File: config.mk
export PLATFORM = sky130hd
export DESIGN_NAME = sparse_ind_fifo_flat
export DESIGN_NICKNAME = d
export VERILOG_FILES = /design/src/rtl/sys_arr_pkg.sv /design/src/rtl/sparse_ind_fifo_if.sv /design/src/rtl/sparse_ind_fifo.sv /design/src/flat_wrapper.sv
export SDC_FILE = /design/constraint.sdc
export NUM_CORES = 1
export LEC_CHECK = 0
export CAP_MARGIN = 25
export CORE_AREA = 2 2 160 162
export CTS_CLUSTER_DIAMETER = 120
export DETAILED_ROUTE_END_ITERATION = 12
export DIE_AREA = 0 0 162 164
export PLACE_DENSITY_LB_ADDON = 0.15
export RECOVER_POWER = 25
export SLEW_MARGIN = 20
export SYNTH_ARGS = -nofsm -noshare
export SYNTH_HDL_FRONTEND = slang
export SYNTH_SLANG_ARGS = --single-unit
File: constraint.sdc
create_clock -name clk -period 5.67 [get_ports clk]
set_input_delay 0.567 -clock clk [delete_from_list [all_inputs] [get_ports clk]]
set_output_delay 0.567 -clock clk [all_outputs]
set_load 0.005 [all_outputs]
File: src/rtl/sys_arr_pkg.sv
// -----------------------------------------------------------------------------
// sys_arr_pkg
// Shared types and defaults for the sparse systolic-array datapath.
//   DW, IND        : default value / index widths of a sparse element
//   FIFO_DEPTH_DEF : default depth of an edge-lane sparse FIFO
//   fifo_entry_t   : one stored (value, index, row-end) triplet
//   entry_pack()   : builds a fifo_entry_t from its fields
// -----------------------------------------------------------------------------
package sys_arr_pkg;

    localparam int DW             = 16;
    localparam int IND            = 8;
    localparam int FIFO_DEPTH_DEF = 8;

    typedef struct packed {
        logic [DW-1:0]  vals;
        logic [IND-1:0] inds;
        logic           ends;
    } fifo_entry_t;

    function automatic fifo_entry_t entry_pack(input logic [DW-1:0]  v,
                                               input logic [IND-1:0] i,
                                               input logic           e);
        fifo_entry_t t;
        t.vals = v;
        t.inds = i;
        t.ends = e;
        return t;
    endfunction

endpackage

File: src/rtl/sparse_ind_fifo_if.sv
// -----------------------------------------------------------------------------
// sparse_ind_fifo_if
// Handshake + status bundle between the array controller and one edge-lane
// sparse FIFO.
//   master : controller side (drives flush/load/shift/load_*, reads status)
//   slave  : FIFO side (reverse directions)
// Signals:
//   flush, load, shift            control from controller
//   load_vals/inds/ends           triplet to write
//   out_vals/inds/ends, out_valid head entry (zeroed when empty)
//   full, empty, count            occupancy status
//   rows_stored, row_avail        complete-row bookkeeping
//   overflow, underflow           sticky error flags
// -----------------------------------------------------------------------------
interface sparse_ind_fifo_if
    import sys_arr_pkg::*;
#(
    parameter int DEPTH = FIFO_DEPTH_DEF,
    parameter int DW_P  = DW,
    parameter int IND_P = IND
);
    localparam int CW = $clog2(DEPTH + 1);

    logic             flush;
    logic             load;
    logic             shift;
    logic [DW_P-1:0]  load_vals;
    logic [IND_P-1:0] load_inds;
    logic             load_ends;

    logic [DW_P-1:0]  out_vals;
    logic [IND_P-1:0] out_inds;
    logic             out_ends;
    logic             out_valid;
    logic             full;
    logic             empty;
    logic [CW-1:0]    count;
    logic [CW-1:0]    rows_stored;
    logic             row_avail;
    logic             overflow;
    logic             underflow;

    modport master (
        output flush, load, shift, load_vals, load_inds, load_ends,
        input  out_vals, out_inds, out_ends, out_valid, full, empty,
               count, rows_stored, row_avail, overflow, underflow
    );

    modport slave (
        input  flush, load, shift, load_vals, load_inds, load_ends,
        output out_vals, out_inds, out_ends, out_valid, full, empty,
               count, rows_stored, row_avail, overflow, underflow
    );

endinterface

File: src/rtl/sparse_ind_fifo.sv
// -----------------------------------------------------------------------------
// sparse_ind_fifo
// Depth-N first-word-fall-through FIFO of sparse (value, index, row-end)
// triplets for one systolic-array edge lane. Tracks how many complete sparse
// rows are stored so the array can be started only on whole rows.
// Ports:
//   clk  : rising-edge clock
//   rst  : asynchronous active-high reset
//   bus  : sparse_ind_fifo_if.slave (control, load data, head, status)
// Optional build macro:
//   SPARSE_IND_FIFO_ZERO_SKIP_EN : drop loads whose value is zero and that do
//   not close a row (not stored, not counted as overflow).
// -----------------------------------------------------------------------------
module sparse_ind_fifo
    import sys_arr_pkg::*;
#(
    parameter int DEPTH = FIFO_DEPTH_DEF,
    parameter int DW_P  = DW,
    parameter int IND_P = IND
)(
    input  logic              clk,
    input  logic              rst,
    sparse_ind_fifo_if.slave  bus
);

    localparam int PW = $clog2(DEPTH);
    localparam int CW = $clog2(DEPTH + 1);

    typedef struct packed {
        logic [DW_P-1:0]  vals;
        logic [IND_P-1:0] inds;
        logic             ends;
    } entry_t;

    // Storage (contents are not reset)
    entry_t           r_mem [DEPTH];

    logic [PW-1:0]    r_wr_ptr, w_wr_ptr_next;
    logic [PW-1:0]    r_rd_ptr, w_rd_ptr_next;
    logic [CW-1:0]    r_count,  w_count_next;
    logic [CW-1:0]    r_rows,   w_rows_next;
    logic             r_ovf,    w_ovf_next;
    logic             r_udf,    w_udf_next;

    logic             w_empty;
    logic             w_full;
    logic             w_load_req;
    logic             w_push_ok;
    logic             w_pop_ok;
    entry_t           w_head;
    entry_t           w_wr_entry;

    assign w_empty = (r_count == '0);
    assign w_full  = (r_count == CW'(DEPTH));
    assign w_head  = r_mem[r_rd_ptr];

    assign w_wr_entry.vals = bus.load_vals;
    assign w_wr_entry.inds = bus.load_inds;
    assign w_wr_entry.ends = bus.load_ends;

`ifdef SPARSE_IND_FIFO_ZERO_SKIP_EN
    // A zero that closes a row is still stored so the row boundary survives.
    assign w_load_req = bus.load & ~((bus.load_vals == '0) & ~bus.load_ends);
`else
    assign w_load_req = bus.load;
`endif

    // A full FIFO can still accept when the head leaves in the same cycle.
    assign w_pop_ok  = bus.shift & ~w_empty;
    assign w_push_ok = w_load_req & (~w_full | w_pop_ok);

    always_comb begin
        w_wr_ptr_next = r_wr_ptr;
        w_rd_ptr_next = r_rd_ptr;
        w_count_next  = r_count;
        w_rows_next   = r_rows;
        w_ovf_next    = r_ovf;
        w_udf_next    = r_udf;

        if (bus.flush) begin
            w_wr_ptr_next = '0;
            w_rd_ptr_next = '0;
            w_count_next  = '0;
            w_rows_next   = '0;
            w_ovf_next    = 1'b0;
            w_udf_next    = 1'b0;
        end else begin
            if (w_push_ok) begin
                w_wr_ptr_next = r_wr_ptr + PW'(1);
            end
            if (w_pop_ok) begin
                w_rd_ptr_next = r_rd_ptr + PW'(1);
            end
            w_count_next = r_count + CW'(w_push_ok) - CW'(w_pop_ok);
            w_rows_next  = r_rows + CW'(w_push_ok & bus.load_ends)
                                  - CW'(w_pop_ok & w_head.ends);
            if (w_load_req & ~w_push_ok) begin
                w_ovf_next = 1'b1;
            end
            if (bus.shift & w_empty) begin
                w_udf_next = 1'b1;
            end
        end
    end

    always_ff @(posedge clk or posedge rst) begin
        if (rst) begin
            r_wr_ptr <= '0;
            r_rd_ptr <= '0;
            r_count  <= '0;
            r_rows   <= '0;
            r_ovf    <= 1'b0;
            r_udf    <= 1'b0;
        end else begin
            r_wr_ptr <= w_wr_ptr_next;
            r_rd_ptr <= w_rd_ptr_next;
            r_count  <= w_count_next;
            r_rows   <= w_rows_next;
            r_ovf    <= w_ovf_next;
            r_udf    <= w_udf_next;
        end
    end

    always_ff @(posedge clk) begin
        if (w_push_ok & ~bus.flush) begin
            r_mem[r_wr_ptr] <= w_wr_entry;
        end
    end

    // Head is read straight from the array; a write becomes visible only
    // after the accepting edge, there is no bypass into an empty FIFO.
    assign bus.out_vals    = w_empty ? '0 : w_head.vals;
    assign bus.out_inds    = w_empty ? '0 : w_head.inds;
    assign bus.out_ends    = w_empty ? 1'b0 : w_head.ends;
    assign bus.out_valid   = ~w_empty;
    assign bus.full        = w_full;
    assign bus.empty       = w_empty;
    assign bus.count       = r_count;
    assign bus.rows_stored = r_rows;
    assign bus.row_avail   = (r_rows != '0);
    assign bus.overflow    = r_ovf;
    assign bus.underflow   = r_udf;

endmodule

File: src/flat_wrapper.sv
// flat-port wrapper written by rule: the top's interface ports become plain ports
module sparse_ind_fifo_flat import sys_arr_pkg::*;
#(
    parameter int DEPTH = FIFO_DEPTH_DEF,
    parameter int DW_P  = DW,
    parameter int IND_P = IND
)
  (clk, rst, bus_flush, bus_load, bus_shift, bus_load_vals, bus_load_inds, bus_load_ends, bus_out_vals, bus_out_inds, bus_out_ends, bus_out_valid, bus_full, bus_empty, bus_count, bus_rows_stored, bus_row_avail, bus_overflow, bus_underflow);
  sparse_ind_fifo_if #(.DEPTH(DEPTH), .DW_P(DW_P), .IND_P(IND_P)) bus_i ();
  input  logic clk;
  input  logic rst;
  input wire logic [$bits(bus_i.flush)-1:0] bus_flush;
  input wire logic [$bits(bus_i.load)-1:0] bus_load;
  input wire logic [$bits(bus_i.shift)-1:0] bus_shift;
  input wire logic [$bits(bus_i.load_vals)-1:0] bus_load_vals;
  input wire logic [$bits(bus_i.load_inds)-1:0] bus_load_inds;
  input wire logic [$bits(bus_i.load_ends)-1:0] bus_load_ends;
  output wire logic [$bits(bus_i.out_vals)-1:0] bus_out_vals;
  output wire logic [$bits(bus_i.out_inds)-1:0] bus_out_inds;
  output wire logic [$bits(bus_i.out_ends)-1:0] bus_out_ends;
  output wire logic [$bits(bus_i.out_valid)-1:0] bus_out_valid;
  output wire logic [$bits(bus_i.full)-1:0] bus_full;
  output wire logic [$bits(bus_i.empty)-1:0] bus_empty;
  output wire logic [$bits(bus_i.count)-1:0] bus_count;
  output wire logic [$bits(bus_i.rows_stored)-1:0] bus_rows_stored;
  output wire logic [$bits(bus_i.row_avail)-1:0] bus_row_avail;
  output wire logic [$bits(bus_i.overflow)-1:0] bus_overflow;
  output wire logic [$bits(bus_i.underflow)-1:0] bus_underflow;
  assign bus_i.flush = bus_flush;
  assign bus_i.load = bus_load;
  assign bus_i.shift = bus_shift;
  assign bus_i.load_vals = bus_load_vals;
  assign bus_i.load_inds = bus_load_inds;
  assign bus_i.load_ends = bus_load_ends;
  assign bus_out_vals = bus_i.out_vals;
  assign bus_out_inds = bus_i.out_inds;
  assign bus_out_ends = bus_i.out_ends;
  assign bus_out_valid = bus_i.out_valid;
  assign bus_full = bus_i.full;
  assign bus_empty = bus_i.empty;
  assign bus_count = bus_i.count;
  assign bus_rows_stored = bus_i.rows_stored;
  assign bus_row_avail = bus_i.row_avail;
  assign bus_overflow = bus_i.overflow;
  assign bus_underflow = bus_i.underflow;
  sparse_ind_fifo #(.DEPTH(DEPTH), .DW_P(DW_P), .IND_P(IND_P)) u_core (.clk(clk), .rst(rst), .bus(bus_i));
endmodule
== After elaboration in Yosys (flattened, before gate mapping) ==
Memory sizes are Yosys's and may differ from the RTL's.
Index checks and enable logic that the tools add are counted.
Cells by class
  add/sub/neg operators: 6
  equality and inequality tests: 1
  multiplexer cells: 15
  bitwise gates (word level): 12
  reductions and logical operators: 6
Operators with widths (count)
  2-to-1 mux 16 bit: 1
  2-to-1 mux 3 bit: 4
  2-to-1 mux 4 bit: 2
  2-to-1 mux 8 bit: 1
  nonzero test 2 bit: 4
  AND 1 bit: 7
  2-to-1 mux 1 bit: 7
  adder 3 x 1 -> 3 bit (second input constant): 2
  adder 4 x 1 -> 4 bit: 1
  adder 4 bit: 1
  equality test 4 bit (second input constant): 1
  logical NOT 4 bit: 1
  NOT 1 bit: 4
  nonzero test 4 bit: 1
  subtractor 4 x 1 -> 4 bit: 1
  subtractor 4 bit: 1
  OR 1 bit: 1
Storage, ports and cells
  flip-flop bits (word level): 16
  RAM bits: 200
  output and inout port bits: 39
  word-level logic and storage cells: 47
  memories: 1
Memories
  u_core.r_mem: words 8, width 25, rd ports 1, clocked after Yosys merged registers in 0, write ports 1, RTL line sparse_ind_fifo.sv:36  | entry_t r_mem [DEPTH];

== Logic depth before layout (Yosys ltp) ==
  word-level depth: 9
  gate-level depth with buffers: 12
  mapped depth without buffers: 11

== Least setup slack after synthesis ==
OpenSTA, ideal clock, no wires.
  path kind: register -> register
  start: register u_core.r_count[2] (netlist: u_core.bus.count[2])
  end: memory u_core.r_mem[2][0] (netlist name) (enable)
  setup time: 0.470 ns
  arrival time: 3.439 ns
  data required time: 5.200 ns
  path slack: 1.760 ns
  cell stages (with the launch flop): 6
  cells stage by stage: dfrtp_1 > inv_1 > ha_1 > nor2b_1 > o21ai_4 > nor4_1
On the way
  longest elaborated chain between the ends: 8
  elaborated cells on any way between the ends: 10
  classes of those cells: eq/ne: 1; mux: 2; bitwise: 6; reduce/logical: 1
Ends and longest elaborated chain
  start: declaration: RTL line sparse_ind_fifo.sv:40  | logic [CW-1:0] r_count, w_count_next;
  start signal: assignment: RTL line sparse_ind_fifo.sv:117  | r_count <= w_count_next;
  logical NOT 4 bit: RTL line sparse_ind_fifo.sv:53  | assign w_empty = (r_count == '0);
  NOT 1 bit: RTL line sparse_ind_fifo.sv:69  | assign w_pop_ok = bus.shift & ~w_empty;
  AND 1 bit: RTL line sparse_ind_fifo.sv:69
  OR 1 bit *: RTL line sparse_ind_fifo.sv:70  | assign w_push_ok = w_load_req & (~w_full | w_pop_ok);
  AND 1 bit *: RTL line sparse_ind_fifo.sv:70
  AND 1 bit *: RTL line sparse_ind_fifo.sv:125  | if (w_push_ok & ~bus.flush) begin
  2-to-1 mux 1 bit *: RTL line sparse_ind_fifo.sv:125
  2-to-1 mux 1 bit (not written as such) *: RTL line sparse_ind_fifo.sv:126  | r_mem[r_wr_ptr] <= w_wr_entry;
  end: declaration: RTL line sparse_ind_fifo.sv:36
Every way passes the cells marked *; elsewhere a longest branch is shown, timed or not.

== Worst setup path in the final report ==
  start: register u_core.r_rd_ptr[0]
  end: output port bus_out_vals[14]
On the way
  longest elaborated chain between the ends: 2
Ends and longest elaborated chain
  start: declaration: RTL line sparse_ind_fifo.sv:39  | logic [PW-1:0] r_rd_ptr, w_rd_ptr_next;
  start signal: assignment: RTL line sparse_ind_fifo.sv:116  | r_rd_ptr <= w_rd_ptr_next;
  memory (8 x 25 bit)
  2-to-1 mux 16 bit: RTL line sparse_ind_fifo.sv:132  | assign bus.out_vals = w_empty ? '0 : w_head.vals;
  end: declaration: RTL line flat_wrapper.sv:18  | output wire logic [$bits(bus_i.out_vals)-1:0] bus_out_vals;
No other way between the ends.

==> results.yml <==
setup_path:
  start_kind: "register"
  critical_path_buf_inv_count: 2
  cp_slowest_stage_delay_ps: 810
  setup.worst_path.end_class: "output port"
  critical_path_arrival_ps: 3200
  crit_family: "buffers and inverters"
  r2r_slack_ps: 2500
  crit_slowest_cell: "dfrtp_4"
  path_cells: "buf_4 -> mux4_2 -> a22o_1 -> clkdlybuf4s50_1"
  r2r-start: "u_core.r_rd_ptr[0]"
  crit_fanout: 28
  cp.required_ps: 5100
  startpoint: "u_core.r_rd_ptr[0]"
  path_class: "register to output port"
timing:
  rsz0062_at_grt: "false"
  relSlewSlack_pct: 40.1
  fin_worst_skew_ps: 6.94
  worst_pin_slew_ps: 897
  period_needed_ps: 3760
  setup_viol: 0
  fmax_mhz: 266
  postLayoutSetupSlackWorst_ps: 1910
  fin_tns_setup_ps: 0
  slew_violations: 0
  hold_violations: 0
  min_period_over_period_pct: 66.4
yosys:
  synth_edf_count: 200
  ys_warn_count: 0
  syn_area_per_cell_um2: 20.9
  synth_area_leaders: "edfxtp_1, mux4_2, dfrtp_1"
  netlist_instances: 410
  synth_top_area_cell: "edfxtp_1"
  synthArstFlopShare_pct: 7.41
  ys_seq_area_share_pct: 74.6
  synth-seq-cells: 216
  synth.most_common_cell: "edfxtp_1"
  synth_cell_types: 36
  yosys-top-cells-count: "edfxtp_1, mux4_2, a22o_1, inv_1, dfrtp_1"
  ys.flop_type: "edfxtp_1"
  synth_fp_nets: 455
  synth_top_area_share_pct: 69.9
  netlist_area_um2: 8590
routing:
  wl_per_cell_um: 21.1
  highest_layer: "met5"
  drt_iter0_drc: 193
  drc: 0
  via_per_inst: 4.97
  wl_met1_um: 7740
  ant_nets: 0
  first_pass_iters: 4
  routed-wl-met2_um: 8820
  num_vias: 4178
  wirelength_um: 17700
  dr_wl_met3_um: 745
place:
  post-place-ws_ps: 2210
  gp_congestion: 0.750
  placed_area_um2: 9710
  dpl.hpwl_um: 10500
  numPortBuffers: 68
clock_tree:
  post_cts_buffers: 0
  cts_buffers: 24
  postCtsHoldBufs: 0
  clockBufferDepth: 3
  path_clk_slew_ps: 60
  root_buffer: "clkbuf_16"
  cts_resized: 0
  htreeDepth: 1
  clkSinkCount: 216
  cts_tree: "done"
  clkLatencyLatePin_ps: 500
die:
  dieWidth_um: 162
  initial_core_util_pct: 34.6
  core_um2: 24800
  die_h_um: 164
  die_area_um2: 26600
  io-pin-count: 69
  num_rows: 58
cells_and_area:
  area_delta_synth_final_pct: 21.1
  final_util_pct: 41.9
  design_area_um2: 10400
  drive_above_1_share_pct: 21.9
  nNetsFinal: 543
  n_antenna_cell: 0
grt:
  grt_pass1_wl_um: 27200
  grt_use_total_pct: 13.7
  antenna_found_initial: 1
  overflow: 0
  grt_pass1_vias: 4594
  grt_max_degree: 29
run:
  maxCapViolations: 0
worst_hold_path:
  hold_class: "primary input to asynchronous set/reset pin"
power:
  power_density_nw_per_um2: 418
  p_leak_nw: 3.40
  ir_worst_vdd_v: 0.000254
run_status:
  run_status: "finished, final reports clean"
## layout by cell type (no fill, tap or decap), drive strengths merged
| cell type | count |
|---|---|
| nor2 | 15 |
| xnor2 | 2 |
| nand2b | 3 |
| o311ai | 1 |
| or3b | 2 |
| or3 | 2 |
| o21ai | 5 |
| nor4 | 2 |
| nor4bb | 1 |
| mux4 | 50 |
| mux2 | 3 |
| inv | 20 |
| a21o | 2 |
| nand3b | 1 |
| clkbuf | 33 |
| nor3 | 5 |
| a22o | 24 |
| buf | 13 |
| a311oi | 1 |
| nand3 | 2 |
| clkdlybuf4s50 | 53 |
| a31o | 1 |
| dlygate4sd3 | 15 |
| a21oi | 6 |
| ha | 13 |
| o211ai | 2 |
| mux2i | 2 |
| dfrtp | 16 |
| clkinvlp | 1 |
| edfxtp | 200 |
| and2 | 1 |
| clkinv | 4 |
| fa | 2 |
| nor2b | 8 |
## worst paths after layout
check,endpoint,cells past startpoint
worst max-delay path,bus_out_vals[14],4
worst min-delay path,u_core.bus.rows_stored[0],2
worst max register to register,u_core.bus.rows_stored[3],9
worst min register to register,u_core.bus.underflow,2
max in group asynchronous,u_core.r_rd_ptr[0],2
min in group clk,u_core.bus.underflow,2
## metal layers
layer / GRT usage (%) / vias to the layer above
met5: 0 / -
met4: 4.30 / 2
met3: 2.35 / 33
met2: 23.9 / 107
met1: 17.6 / 2180
li1: - / 1856
## cell type report
cell class	instances	area [µm²]
Clock buffer	33	656
Clock inverter	6	32.5
Fill cell	2235	14400
Inverter	19	71.3
Multi-Input combinational cell	156	2030
Sequential cell	216	6410
Tap cell	330	413
Timing Repair Buffer	81	778
## registers in the layout, summed over array words and instances (netlist names)
signal,flops
u_core.r_mem,200
u_core.bus.count,4
u_core.bus.rows_stored,4
u_core.r_rd_ptr,3
u_core.r_wr_ptr,3
u_core.bus.overflow,1
u_core.bus.underflow,1
## worst reg2reg max path, stage by stage (launching register included)
cell,delay (ps)
dfrtp_4,810
mux4_2,600
mux2i_1,340
nor3_1,90
ha_1,280
inv_1,40
ha_1,210
a21o_1,180
a21oi_1,150
mux2_2,350
## kinds of logic (layout without fill, tap and decap cells)
| family | count (synthesis) | count (layout) | share of synthesized area (%) |
|---|---|---|---|
| DFF | 216 | 216 | 74.6 |
| xor gates and xnor gates | 2 | 2 | 0.204 |
| AOI/OAI and AO/OA | 42 | 42 | 3.88 |
| muxes | 55 | 55 | 13.8 |
| adders and majority gates | 15 | 15 | 2.36 |
| and+or+nand+nor | 42 | 42 | 2.78 |
| buffers and inverters | 38 | 139 | 2.39 |
## power breakdown
group          switching [mW]  total (mW)  internal (mW)
clock                   0.567        1.37          0.800
combinational           0.457        1.07          0.612
sequential             0.0913        1.91           1.82
total                    1.11        4.35           3.23
## through the flow
stage / hold WS [ps] / power [mW] / std cells
2_1_floorplan: 481 / 2.57 / 410
3_3_place_gp: 491 / 3.03 / 802
3_5_place_dp: 488 / 3.04 / 802
4_1_cts: 475 / 4.43 / 841
5_1_grt: 528 / 4.57 / 841
6_report: 460 / 4.35 / 841
Power figures use the tool's default switching activity.
==> RTL change 1, RTL diff (same flow settings) <==
Add a define of `SPARSE_IND_FIFO_ZERO_SKIP_EN`.
--- a/src/rtl/sparse_ind_fifo.sv
+++ b/src/rtl/sparse_ind_fifo.sv
@@ -13,2 +13,4 @@
 // -----------------------------------------------------------------------------
+`define SPARSE_IND_FIFO_ZERO_SKIP_EN
+
 module sparse_ind_fifo
Check against the original RTL: not equivalent (a bounded check fails within 4 cycles, from zero or initial values and one cycle with rst high).
==> RTL change 1 against the original RTL <==
Setup slack got worse by 73 ps. Area after synthesis increased by 0.96%. Critical path type unchanged. Wire length increased by 4.4%. Maximum frequency decreased by 1.9%. Total power increased by 6.1%. Sequential power increased by 2%. Synthesized cell count increased by 5.1%. Die area unchanged. Design area increased by 2.2%. Clock skew increased by 8.6 ps. Sequential cell count unchanged. Worst hold slack got worse by 11 ps. Clock power increased by 12%. Highest routed layer is now met4.
==> RTL change 1: results <==
[outcome]
status = finished clean

[logic_synthesis]
synthArstFlopShare = 0.07407
synth_area_leaders = edfxtp_1, mux4_2, dfrtp_1
synth_xor_area_frac = 0.006061
synth-warning-count = 0
synth_fa_ha_area_frac = 0.02338
synth_edf_count = 200
synthMuxAreaShare = 0.1639
synth_compound_area_frac = 0.009814
syn_inst = 431
synthTopCellsByCount = edfxtp_1, mux4_2, nor2_1, mux2i_1, inv_1
synth_nets = 476
ys_seq_area_frac = 0.7389
ys_types = 36
synth_most_common_cell = edfxtp_1

[cts]
cts-root-buf = clkbuf_16
cts_setup_buffers = 0
cts_buffers = 24
htreeDepth = 1
cts.clk_slew.worst_paths_ps = 60

[global_route]
antenna_found_initial = 0
met3_usage = 0.02702
grt_max_degree = 38
grt_pass1_wl_mm = 27.91
grt_pass1_vias = 4588
grtUsageTotal = 0.1419
grt_use_met1 = 0.1939
use_met2 = 0.2369

[route]
wl_met2_mm = 9.032
routedWlPerCell_um = 21.36
wl_met3_um = 836
wl_mm = 18.50
first_iter_violations = 230
wl_met1_mm = 8.346
vias = 4278
highest_layer = met4

[sta]
clock_skew_ps = 15.52
relSlewSlack = 0.3001

[finish]
drive_above_1_share = 0.2220
regMostFlops = u_core.r_mem
antennaDiodeCount = 0
nNetsFinal = 565
fillCellCount = 2201

[setup_path]
cp.arrival_ps = 3270
critPathLaunch = u_core.bus.count[2]
cp_max_fo = 15

[placement]
dp_slack_ps = 2100
io_buffer_count = 68
routabilityCongestion = 0.7298
dp.cells = 824
dp_hpwl_mm = 10.98

[power]
ir_worst_vdd_mv = 0.2253
power_switching_mw = 1.190
leakage_nw = 3.416
[RTL change 1: power by group through the flow]
stage,clock (mW),sequential (mW),combinational (mW)
after detailed placement,0,2.00,1.16
after CTS,1.57,1.96,1.17
after floorplan,0,1.88,0.725
after global routing,1.64,1.98,1.24
after global placement,0,1.99,1.15
final,1.53,1.95,1.13
[RTL change 1: per-stage QoR]
| step | hold slack [ps] | cell area (um^2) |
|---|---|---|
| after floorplan | 480.7 | 8670 |
| after global placement | 495.4 | 9838 |
| after detailed placement | 501.6 | 9838 |
| after CTS | 465.6 | 10620 |
| after global routing | 531.1 | 10620 |
| final | 449.3 | 10620 |
[RTL change 1: cell families after synthesis]
group                    Yosys count
AO/OA/AOI/OAI                     11
XOR/XNOR                           6
adder cells (fa/ha/maj)           15
buffers and inverters             38
flip-flops                       216
multiplexers                      79
AND/OR/NAND/NOR                   66
[RTL change 1: layout make-up]
| type | count | area share |
|---|---|---|
| Inverter | 18 | 0.006597 |
| Tap cell | 330 | 0.03887 |
| Timing Repair Buffer | 83 | 0.07469 |
| Clock inverter | 11 | 0.01272 |
| Multi-Input combinational cell | 177 | 0.2025 |
| Sequential cell | 216 | 0.6036 |
| Clock buffer | 31 | 0.06102 |
[RTL change 1: worst paths after layout]
check                                                  to  slack (ps)  depth (start not counted)
worst max-delay path                     bus_out_vals[15]        1830                          7
worst min-delay path                  u_core.bus.count[1]         450                          2
worst max register to register  u_core.bus.rows_stored[2]        2090                         12
worst min register to register       u_core.bus.underflow         520                          2
max in group asynchronous              u_core.r_rd_ptr[0]        4740                          2
min in group clk                     u_core.bus.underflow         520                          2
[RTL change 1: critical path, stage by stage (launching register included)]
cell	delay [ps]
dfrtp_1	400
inv_1	110
ha_1	210
or3b_2	500
inv_1	560
buf_4	400
nor2_1	120
clkdlybuf4s50_1	460
==> RTL change 2, RTL diff (same flow settings) <==
Without the edit above. Reset style: synchronous (`rst`), changed in one clocked block. Comments in the files are not updated.
--- a/src/rtl/sparse_ind_fifo.sv
+++ b/src/rtl/sparse_ind_fifo.sv
@@ -105,3 +105,3 @@
 
-    always_ff @(posedge clk or posedge rst) begin
+    always_ff @(posedge clk) begin
         if (rst) begin
Behaviour: differs if rst is asserted again (counterexample within 4 cycles, from zero or initial values and one cycle with rst high); with rst held inactive, the same outputs for 4 cycles.
==> RTL change 2 against the original RTL <==
Wire length fell by 0.61%. Area after synthesis fell by 0.48%. Highest routed layer is now met4. Largest cell class unchanged. Largest power group unchanged. Die area did not move. Design area rose by 0.66%. Setup slack got worse by 17 ps. Via count rose by 0.29%. Total power fell by 3.0%. Sequential cell count rose by 3.
==> RTL change 2: results <==
[outcome]
status = finished clean

[global_route]
grt_max_degree = 34
grt_pass1_wl_mm = 26.68
met3_usage = 0.02677
use_met2 = 0.2398
antenna_found_initial = 1
grt_use_met1 = 0.1702
grt_pass1_vias = 4534
grtUsageTotal = 0.1351

[setup_path]
regToRegSetupSlack_ps = 2610
endpoint = bus_out_inds[0]
slowest_delay_ps = 530
cp.arrival_ps = 3210
r2r_end = u_core.bus.rows_stored[2]
critPathLaunch = u_core.bus.count[2]
crit_path_top_delay_cell = clkdlybuf4s50_1
cp_max_fo = 17
reg2reg_depth = 10

[route]
first_iter_violations = 220
dr.pass1.iters = 4
wl_mm = 17.61
via_per_inst = 4.906

[logic_synthesis]
synth-warning-count = 0
ys_seq_area_frac = 0.7473
synth_area_leaders = edfxtp_1, mux4_2, dfxtp_1
synthTopCellsByCount = edfxtp_1, mux4_2, a22o_1, dfxtp_1, inv_1
ys_types = 39
synth_flop_cell = edfxtp_1
synth_edf_count = 200
synthArstFlopShare = 0
synth_nets = 464

[cts]
cts.repair.resized = 0
cts_buffers = 24
insertion_delay_ps = 510
clockBufferDepth = 3
cts_setup_buffers = 0
cts-root-buf = clkbuf_16
cts.clk_slew.worst_paths_ps = 60
htreeDepth = 1

[finish]
regMostFlops = u_core.r_mem
nNetsFinal = 552
drive_above_1_share = 0.2180
largest_reg_flops = 200

[sta]
clock_skew_ps = 14.17
relSlewSlack = 0.4300

[placement]
io_buffer_count = 68
dp_hpwl_mm = 10.33
routabilityCongestion = 0.7366

[power]
ir_worst_vdd_mv = 0.1950
leakage_nw = 3.329

[min_path]
hold_path.class = register to register
min_from = u_core.bus.overflow
[RTL change 2: changes by cell type in the layout (fill, tap and decap cells not counted), moves of 4 or more]
cell | before | now
nand2_1 | 0 | 9
dfrtp_1 | 14 | 0
nor2b_1 | 8 | 0
clkinv_2 | 1 | 7
clkbuf_1 | 8 | 2
mux2i_1 | 2 | 6
dfxtp_1 | 0 | 17
[RTL change 2: worst min-delay path by stage]
stage / end / slack [ps] / cells past startpoint
6_report: u_core.bus.overflow / 440 / 2
3_5_place_dp: u_core.bus.overflow / 440 / 2
4_1_cts: u_core.bus.overflow / 440 / 2
2_1_floorplan: u_core.bus.overflow / 440 / 2
5_1_grt: u_core.bus.overflow / 470 / 2
3_3_place_gp: u_core.bus.overflow / 430 / 2
[RTL change 2: cells by family after synthesis]
group                    count (synthesis)  share of synthesized area
buffers and inverters                   39                    0.02269
flip-flops                             219                     0.7473
multiplexers                            56                     0.1388
adder cells (fa/ha/maj)                 15                    0.02372
AO/OA/AOI/OAI                           41                    0.03646
XOR/XNOR                                 2                   0.002050
AND/OR/NAND/NOR                         47                    0.02899
[RTL change 2: power by group]
part           switching (mW)  internal (mW)  total [mW]
combinational           0.434          0.523       0.957
clock                   0.599          0.818        1.42
sequential             0.0361           1.81        1.84
[RTL change 2: final cells by class]
type                            instances  area (um^2)
Timing Repair Buffer                   82        845.8
Sequential cell                       219         6391
Fill cell                            2236        14360
Tap cell                              330        412.9
Inverter                               19        71.32
Multi-Input combinational cell        161         2019
Clock inverter                         16        112.6
Antenna cell                            1        2.502
Clock buffer                           26        608.1
[RTL change 2: layer usage]
metal / routed length, um / share of wire
met5: 0 / 0
met4: 266 / 0.015
met3: 844 / 0.048
met2: 8915 / 0.51
met1: 7579 / 0.43
[RTL change 2: through the flow]
| stage | worst slack (ps) | std cells | instance area (um^2) | utilization |
|---|---|---|---|---|
| 2_1_floorplan | 1632 | 419 | 8546 | - |
| 3_3_place_gp | 2371 | 807 | 9651 | 0.3888 |
| 3_5_place_dp | 2411 | 810 | 9713 | 0.3914 |
| 4_1_cts | 1853 | 852 | 10430 | 0.4204 |
| 5_1_grt | 1723 | 853 | 10460 | 0.4215 |
| 6_report | 1890 | 854 | 10460 | 0.4216 |
[RTL change 2: critical path, delay by kind of cell, from the launching register on]
kind / cells / cell delay [ps]
buf+inv: 4 / 1170
simple gates: 2 / 730
flops: 1 / 320
compound gates: 1 / 270
fa+ha+maj: 1 / 220
